`src/rtl/arith_seq_unit.sv`:
```
// rtl/arith_seq_unit.sv - sequential arithmetic unit: single-cycle add/sub family, iterative MUL/DIV
module arith_seq_unit #(
  parameter int WIDTH = 16
) (
  input  logic             clk,
  input  logic             rst_n,
  input  logic             in_valid,
  output logic             in_ready,
  input  logic [WIDTH-1:0] A,
  input  logic [WIDTH-1:0] B,
  input  logic             Cin,
  input  logic [2:0]       F,
  output logic             out_valid,
  input  logic             out_ready,
  output logic [WIDTH-1:0] Out,
  output logic [WIDTH-1:0] Out_hi,
  output logic [5:0]       Status
);

  localparam logic [1:0] S_IDLE = 2'd0;
  localparam logic [1:0] S_BUSY = 2'd1;
  localparam logic [1:0] S_DONE = 2'd2;

  localparam int CW = $clog2(WIDTH + 1);
  localparam logic [CW-1:0] LAST = CW'(WIDTH - 1);

  logic [1:0]       state_q, state_d;
  logic [CW-1:0]    cnt_q, cnt_d;
  logic [WIDTH-1:0] a_q, a_d, b_q, b_d;
  logic [WIDTH-1:0] hi_q, hi_d, lo_q, lo_d;
  logic [WIDTH-1:0] out_q, out_d, out_hi_q, out_hi_d;
  logic [5:0]       st_q, st_d;
  logic             div_q, div_d;

  // Single-cycle add/sub family, evaluated on the live inputs at acceptance
  logic             is_inc_dec, is_sub, cin_eff, alu_v, alu_af;
  logic [WIDTH-1:0] b_eff, alu_r;
  logic [WIDTH:0]   alu_w;

  always_comb begin
    is_inc_dec = (F == 3'b001) || (F == 3'b011);
    is_sub     = (F == 3'b011) || (F[2:1] == 2'b11);
    cin_eff    = ((F == 3'b101) || (F == 3'b111)) & Cin;
    b_eff      = is_inc_dec ? WIDTH'(1) : B;
    if (is_sub) begin
      alu_w = {1'b0, A} - {1'b0, b_eff} - {{WIDTH{1'b0}}, cin_eff};
    end else begin
      alu_w = {1'b0, A} + {1'b0, b_eff} + {{WIDTH{1'b0}}, cin_eff};
    end
    alu_r = alu_w[WIDTH-1:0];
    if (is_sub) begin
      alu_v = (A[WIDTH-1] != b_eff[WIDTH-1]) && (alu_r[WIDTH-1] != A[WIDTH-1]);
    end else begin
      alu_v = (A[WIDTH-1] == b_eff[WIDTH-1]) && (alu_r[WIDTH-1] != A[WIDTH-1]);
    end
    // Carry (or borrow) into bit 4 is recovered from the bit-4 sum identity
    alu_af = A[4] ^ b_eff[4] ^ alu_r[4];
  end

  // One shift-add / restoring-divide step on the {hi,lo} work pair
  logic [WIDTH:0] mul_sum, div_sh, div_tr;
  logic           div_ok;

  always_comb begin
    mul_sum = {1'b0, hi_q} + (lo_q[0] ? {1'b0, a_q} : '0);
    div_sh  = {hi_q, lo_q[WIDTH-1]};
    div_tr  = div_sh - {1'b0, b_q};
    div_ok  = ~div_tr[WIDTH];
  end

  always_comb begin
    state_d  = state_q;
    cnt_d    = cnt_q;
    a_d      = a_q;
    b_d      = b_q;
    hi_d     = hi_q;
    lo_d     = lo_q;
    out_d    = out_q;
    out_hi_d = out_hi_q;
    st_d     = st_q;
    div_d    = div_q;
    case (state_q)
      S_IDLE: begin
        if (in_valid) begin
          a_d   = A;
          b_d   = B;
          cnt_d = '0;
          div_d = (F == 3'b010);
          if (F == 3'b000 || F == 3'b010) begin
            state_d = S_BUSY;
            hi_d    = '0;
            lo_d    = (F == 3'b000) ? B : A;
          end else begin
            state_d  = S_DONE;
            out_d    = alu_r;
            out_hi_d = '0;
            st_d     = {alu_w[WIDTH], alu_r == '0, alu_r[WIDTH-1], alu_v, ~^alu_r, alu_af};
          end
        end
      end
      S_BUSY: begin
        cnt_d = cnt_q + CW'(1);
        if (div_q) begin
          hi_d = div_ok ? div_tr[WIDTH-1:0] : div_sh[WIDTH-1:0];
          lo_d = {lo_q[WIDTH-2:0], div_ok};
        end else begin
          hi_d = mul_sum[WIDTH:1];
          lo_d = {mul_sum[0], lo_q[WIDTH-1:1]};
        end
        if (cnt_q == LAST) begin
          state_d  = S_DONE;
          out_d    = lo_d;
          out_hi_d = hi_d;
          // Divide by zero falls out of the restoring loop as all-ones / A
          if (div_q) begin
            st_d = {1'b0, lo_d == '0, lo_d[WIDTH-1], b_q == '0, ~^lo_d, 1'b0};
          end else begin
            st_d = {hi_d != '0, (hi_d == '0) && (lo_d == '0), hi_d[WIDTH-1],
                    hi_d != '0, ~^lo_d, 1'b0};
          end
        end
      end
      S_DONE: begin
        if (out_ready) state_d = S_IDLE;
      end
      default: state_d = S_IDLE;
    endcase
  end

  always_ff @(posedge clk or negedge rst_n) begin
    if (!rst_n) begin
      state_q  <= S_IDLE;
      cnt_q    <= '0;
      a_q      <= '0;
      b_q      <= '0;
      hi_q     <= '0;
      lo_q     <= '0;
      out_q    <= '0;
      out_hi_q <= '0;
      st_q     <= '0;
      div_q    <= 1'b0;
    end else begin
      state_q  <= state_d;
      cnt_q    <= cnt_d;
      a_q      <= a_d;
      b_q      <= b_d;
      hi_q     <= hi_d;
      lo_q     <= lo_d;
      out_q    <= out_d;
      out_hi_q <= out_hi_d;
      st_q     <= st_d;
      div_q    <= div_d;
    end
  end

  assign in_ready  = (state_q == S_IDLE);
  assign out_valid = (state_q == S_DONE);
  assign Out       = out_q;
  assign Out_hi    = out_hi_q;
  assign Status    = st_q;

endmodule

```
`config.mk`:
```
export PLATFORM = sky130hd
export DESIGN_NAME = arith_seq_unit
export DESIGN_NICKNAME = d
export VERILOG_FILES = /design/src/rtl/arith_seq_unit.sv
export SDC_FILE = /design/constraint.sdc
export NUM_CORES = 1
export LEC_CHECK = 0
export CAP_MARGIN = 20
export CORE_MARGIN = 2
export CORE_UTILIZATION = 60
export CTS_BUF_LIST = sky130_fd_sc_hd__clkbuf_16
export DETAILED_ROUTE_END_ITERATION = 7
export HOLD_SLACK_MARGIN = 0.06
export PLACE_DENSITY = 0.89
export SKIP_LAST_GASP = 1
export SLEW_MARGIN = 25
export SYNTH_ARGS = -nofsm -noshare
export SYNTH_HDL_FRONTEND = slang
export SYNTH_SLANG_ARGS = --single-unit
```
`constraint.sdc`:
```
create_clock -name clk -period 9.65 [get_ports clk]
set_input_delay 1.93 -clock clk [delete_from_list [all_inputs] [get_ports clk]]
set_output_delay 1.93 -clock clk [all_outputs]
set_load 0.02 [all_outputs]
```
==> results.yml, run 1 <==
synthesis:
  yosysTopAreaCell: "dfrtp_1"
  syn_inst: 1102
  synthAdderAreaFrac: 0.1415
  yosys_most_used_dff: "dfrtp_1"
  synth_top_area_share: 0.3004
  synth_cell_types: 65
  synth_seq_cells: 110
  synth_warnings: 0
  synth_nets: 1242
  synth_top_family_by_area: "compound AO/OA/AOI/OAI gates"
  synth_simple_gate_area_frac: 0.1960
  synth-compound-area-share: 0.2022
  synth.area.mux_share: 0.05012
  synth_xor_area_frac: 0.05735
  synthTopCellsByArea: "dfrtp_1 (30%), ha_1 (13%), nand2_1 (6.0%)"
  syn_avg_cell_area_sq_um: 8.314
  ys_async_sr_fraction: 1.000
  netlist_area_sq_um: 9163
  yosysSeqAreaShare: 0.3004
  synth-edff-count: 0
cells_and_area:
  layout-drive-gt1-share: 0.05340
  final_cell_mix: "nand2_1 (147), dfrtp_1 (109), ha_1 (94), inv_1 (81), clkdlybuf4s50_1 (78)"
  final_common_cell: "nand2_1"
  num_antenna_cells: 0
  final_util: 0.6897
  syn_to_final_growth_pct: 13.16
  nets: 1296
routing:
  wl_microns: 26580
  via_count: 8551
  remaining_drc_errors: 0
  drt_iter0_markers: 873
  vias_per_cell: 6.339
  ant_nets: 0
  wl_per_cell_microns: 19.70
  drt_pass1_iterations: 6
worst_setup_path:
  crit_fanout: 16
  cpMaxStageDelayCell: "clkdlybuf4s50_1"
  worst_path_most_repeated_cell: "xnor2_1"
  critPathCaptureType: "flip-flop"
  crit_family: "compound AO/OA/AOI/OAI gates"
  crit_buf_inv: 2
  required_ns: 9.89
  cp-start-kind: "primary input"
  critPathArrivalTime_ns: 6.96
  max_stage_delay_ns: 0.51
  crit_path_cell_trace: "clkdlybuf4s50_1, nand2b_1, and2_1, ha_1, inv_1, ha_1, nor2_1, a211oi_1, a21oi_1, a21oi_1, a21oi_1, o21ai_0, xnor2_1, nand2_1, o21a_1, ha_1, xor2_1, xnor2_1, xnor2_1, xnor2_1, xnor2_1, o21ai_0"
  criticalPathCategory: "in -> reg"
placement:
  dp.final_hpwl_microns: 19800
  gp_congestion: 0.9431
  dpl_worst_slack_ns: 2.617
  portBuffers: 79
global_routing:
  antenna_found_initial: 2
  grtUsageTotal: 0.3323
  grt_max_degree: 73
  grt_pass1_vias: 8015
  grt_pass1_wl_microns: 42350
  grt_overflow: 0
clock_tree:
  tritoncts: "done"
  cts.clk_slew.worst_paths_ns: 0.08
  cts_hold_buf: 0
  h-tree-depth: 3
  cts_resized: 0
  clockBufferDepth: 2
  numCtsBuffers: 9
  clock_sinks: 110
  clk_latency_ns: 0.36
  post_cts.repair.setup_buffers: 0
  cts-root-buf: "clkbuf_16"
timing:
  rsz0062_at_grt: "false"
  setup_slack_ns: 2.929
  hold_viol: 0
  finalMaxSlewViolations: 0
  slew_headroom: 0.3621
  max_freq_mhz: 148.8
  period_share: 0.6965
  tightest_slew_ns: 0.9569
  period_needed_ns: 6.721
  fin_setup_tns_ns: 0
  hold_slack_ns: 0.4803
  setup-violations-final: 0
  clock-skew-final_ns: 0.007659
pwr:
  ir_drop_mv: 0.3304
  powerDensity_nw_per_um2: 321.9
  p_leak_nw: 4.811
die:
  initial_utilization: 0.6095
  die_y_microns: 127.6
  num_rows: 45
  pin_count: 80
  coreArea_sq_um: 15030
  die_x_microns: 127.6
  die_area_sq_um: 16280
hold_path:
  hold_path_class: "reg -> reg"
run_status:
  status: "finished clean"
flow_run:
  max_cap_violations: 0
[area by class of cell]
type | count | area, sq um
multi-input cells | 868 | 5948
fillers | 1201 | 4664
flip-flops and latches | 110 | 2754
repair buffers | 87 | 848.3
inverters | 80 | 300.3
well taps | 188 | 235.2
clock buffers | 9 | 225.2
clock inverters | 7 | 57.56
[worst paths after layout]
check / from / cells after the start / endpoint / slack (ns)
worst min-delay path: Out[4] / 1 / Out[4] / 0.48
max in group asynchronous: rst_n / 2 / div_q / 6.77
min in group asynchronous: rst_n / 1 / Out_hi[12] / 1.53
worst max register to register: b_q[0] / 12 / Status[2] / 4.82
worst min register to register: Out[4] / 1 / Out[4] / 0.48
worst max-delay path: F[2] / 22 / Status[1] / 2.93
[kinds of logic after synthesis]
family	Yosys count
fa+ha+maj	100
flops	110
xor+xnor	60
compound gates	281
simple gates	384
buf+inv	124
mux	43
[registers in the layout, summed over array words and instances (netlist names), 5 cells and up]
register  flops
Status        6
lo_q         16
Out          16
a_q          16
hi_q         16
cnt_q         5
b_q          16
Out_hi       16
[layer usage]
metal / GRT usage / share of wire / vias up
met1: 0.4701 / 0.43 / 4036
li1: - / - / 4001
met3: 0.05109 / 0.080 / 68
met2: 0.5146 / 0.45 / 444
met5: 0 / 0.00053 / -
met4: 0.1312 / 0.037 / 2
[worst register-to-register path, stage by stage (launching register included)]
cell	delay [ns]
dfrtp_1	0.45
ha_1	0.27
fa_1	0.39
nand2b_1	0.19
a21oi_1	0.29
o21a_1	0.28
o2111ai_2	0.24
a21oi_1	0.72
mux2_2	0.41
mux2i_1	0.39
o2111ai_1	0.26
nor4_1	0.62
o21ai_0	0.18
[where the power goes]
part / internal (mW) / switching (mW)
Clock: 0.179 / 0.190
Sequential: 0.658 / 0.160
Combinational: 0.913 / 1.24
[synthesized netlist by cell type, drive strengths merged (6+ instances only)]
cell type / count
a211oi: 19
a21o: 35
a21oi: 65
a22o: 6
a311oi: 11
a31oi: 9
and2: 37
buf: 10
clkbuf: 34
dfrtp: 110
fa: 6
ha: 94
inv: 80
mux2: 23
mux2i: 20
nand2: 147
nand2b: 13
nand3: 24
nand4: 10
nor2: 77
nor2b: 10
nor3: 27
nor4: 9
o21a: 9
o21ai: 70
o21bai: 7
or3: 12
xnor2: 44
xor2: 16
[per-stage QoR]
step	total power [mW]	cell area, sq um	instances
after floorplan	2.333	9163	1102
after global routing	3.579	10370	1349
final	3.338	10370	1349
after global placement	2.859	10080	1333
after detailed placement	2.923	10090	1333
after CTS	3.304	10370	1349
Power figures use the tool's default switching activity.
==> run 2: changes to the inputs <==
Clock period 9.65 ns to 6.42 ns, I/O delays scaled along.
==> results.yml, run 2 (same netlist as run 1, synthesis figures left out) <==
run_status:
  status: "finished clean"
die:
  num_rows: 45
  coreArea_sq_um: 15030
  initial_utilization: 0.6095
  pin_count: 80
  die_y_microns: 127.6
  die_area_sq_um: 16280
  die_x_microns: 127.6
timing:
  finalMaxSlewViolations: 0
  tightest_slew_ns: 0.9905
  period_share: 0.8825
  clock-skew-final_ns: 0.01604
  setup-violations-final: 0
  hold_viol: 0
  max_freq_mhz: 176.5
  fin_setup_tns_ns: 0
  setup_slack_ns: 0.7544
  rsz0062_at_grt: "false"
  period_needed_ns: 5.666
  slew_headroom: 0.3397
placement:
  gp_congestion: 0.9467
  dpl_worst_slack_ns: 0.4414
  dp.cells: 1334
  place_area_sq_um: 10090
  dp.final_hpwl_microns: 19670
  portBuffers: 79
routing:
  vias_per_cell: 6.377
  via_count: 8609
  wl_microns: 26500
  remaining_drc_errors: 0
  drt_iter0_markers: 815
  wl_per_cell_microns: 19.63
  drt_pass1_iterations: 7
  ant_nets: 0
cells_and_area:
  num_antenna_cells: 0
  syn_to_final_growth_pct: 13.64
  nets: 1297
  final_util: 0.6926
  final_cell_mix: "nand2_1 (147), dfrtp_1 (109), ha_1 (94), inv_1 (80), clkdlybuf4s50_1 (78)"
  fin_cells: 1350
  final_common_cell: "nand2_1"
  final_area_sq_um: 10410
  layout-drive-gt1-share: 0.05508
clock_tree:
  clockBufferDepth: 2
  numCtsBuffers: 9
  cts-root-buf: "clkbuf_16"
  clock_sinks: 110
  tritoncts: "done"
  h-tree-depth: 3
  clk_latency_ns: 0.37
  cts_resized: 0
  post_cts.repair.setup_buffers: 0
  cts_hold_buf: 0
  cts.clk_slew.worst_paths_ns: 0.09
worst_setup_path:
  cp-start-kind: "primary input"
  criticalPathCategory: "in -> reg"
  crit_fanout: 6
  required_ns: 6.67
  critPathCaptureType: "flip-flop"
  cpMaxStageDelayCell: "clkdlybuf4s50_1"
  worst_path_most_repeated_cell: "xnor2_1"
  crit_path_cell_trace: "clkdlybuf4s50_1, nand2b_1, and2_1, ha_1, inv_1, ha_1, nor2_1, a211oi_1, a21oi_1, a21oi_1, a21oi_1, o21ai_0, xnor2_1, nand2_1, o21a_1, ha_1, xor2_1, xnor2_1, xnor2_1, xnor2_1, xnor2_1, o21ai_0"
  max_stage_delay_ns: 0.52
  crit_buf_inv: 2
  critPathArrivalTime_ns: 5.92
  crit_family: "compound AO/OA/AOI/OAI gates"
global_routing:
  grtUsageTotal: 0.3327
  grt_pass1_vias: 7987
  grt_overflow: 0
  grt_max_degree: 65
  grt_pass1_wl_microns: 42460
  antenna_found_initial: 0
flow_run:
  max_cap_violations: 0
pwr:
  powerDensity_nw_per_um2: 489.1
  p_leak_nw: 4.821
  ir_drop_mv: 0.4712
hold_path:
  hold_path_class: "reg -> reg"
run 2: area by class of cell:
type,count,area [sq um]
Clock buffer,9,225.2
Clock inverter,7,91.34
Fill cell,1186,4621
Inverter,80,300.3
Multi-Input combinational cell,868,5948
Sequential cell,110,2756
Tap cell,188,235.2
Timing Repair Buffer,88,855.8
run 2: report_power, final:
| group | switching (mW) | internal (mW) |
|---|---|---|
| Sequential | 0.278 | 0.989 |
| Combinational | 1.84 | 1.37 |
| Clock | 0.298 | 0.313 |
| Total | 2.42 | 2.67 |
run 2: path summary, 6_finish.rpt:
check,start,endpoint,slack (ns),cells past startpoint
setup reg to reg,lo_q[15],Status[2],1.27,13
hold reg to reg,Out_hi[6],Out_hi[6],0.49,2
setup / recovery,F[2],Status[1],0.75,22
max in group asynchronous,rst_n,div_q,4.13,2
min in group asynchronous,rst_n,hi_q[11],0.94,1
hold / removal,Out_hi[6],Out_hi[6],0.49,2
run 2: metrics by stage:
step / hold slack (ns) / total power, mW
3_5_place_dp: 0.4614 / 4.387
3_3_place_gp: 0.4595 / 4.296
5_1_grt: 0.4892 / 5.457
4_1_cts: 0.4862 / 5.027
6_report: 0.4854 / 5.093
2_1_floorplan: 0.4498 / 3.507
run 2: per-layer routing:
layer / share of wire / global-route usage
met4: 0.034 / 0.1267
met5: 0 / 0
met3: 0.085 / 0.06616
met1: 0.43 / 0.4638
met2: 0.45 / 0.5137
run 2: worst reg2reg max path, stage by stage, from the launching register on:
cell	delay (ns)
dfrtp_1	0.42
inv_1	0.07
ha_1	0.21
fa_1	0.39
nand2b_1	0.20
a21oi_1	0.32
o21a_1	0.29
o2111ai_2	0.24
a21oi_1	0.84
mux2_2	0.42
mux2i_1	0.45
o2111ai_1	0.30
nor4_1	0.63
o21ai_0	0.22
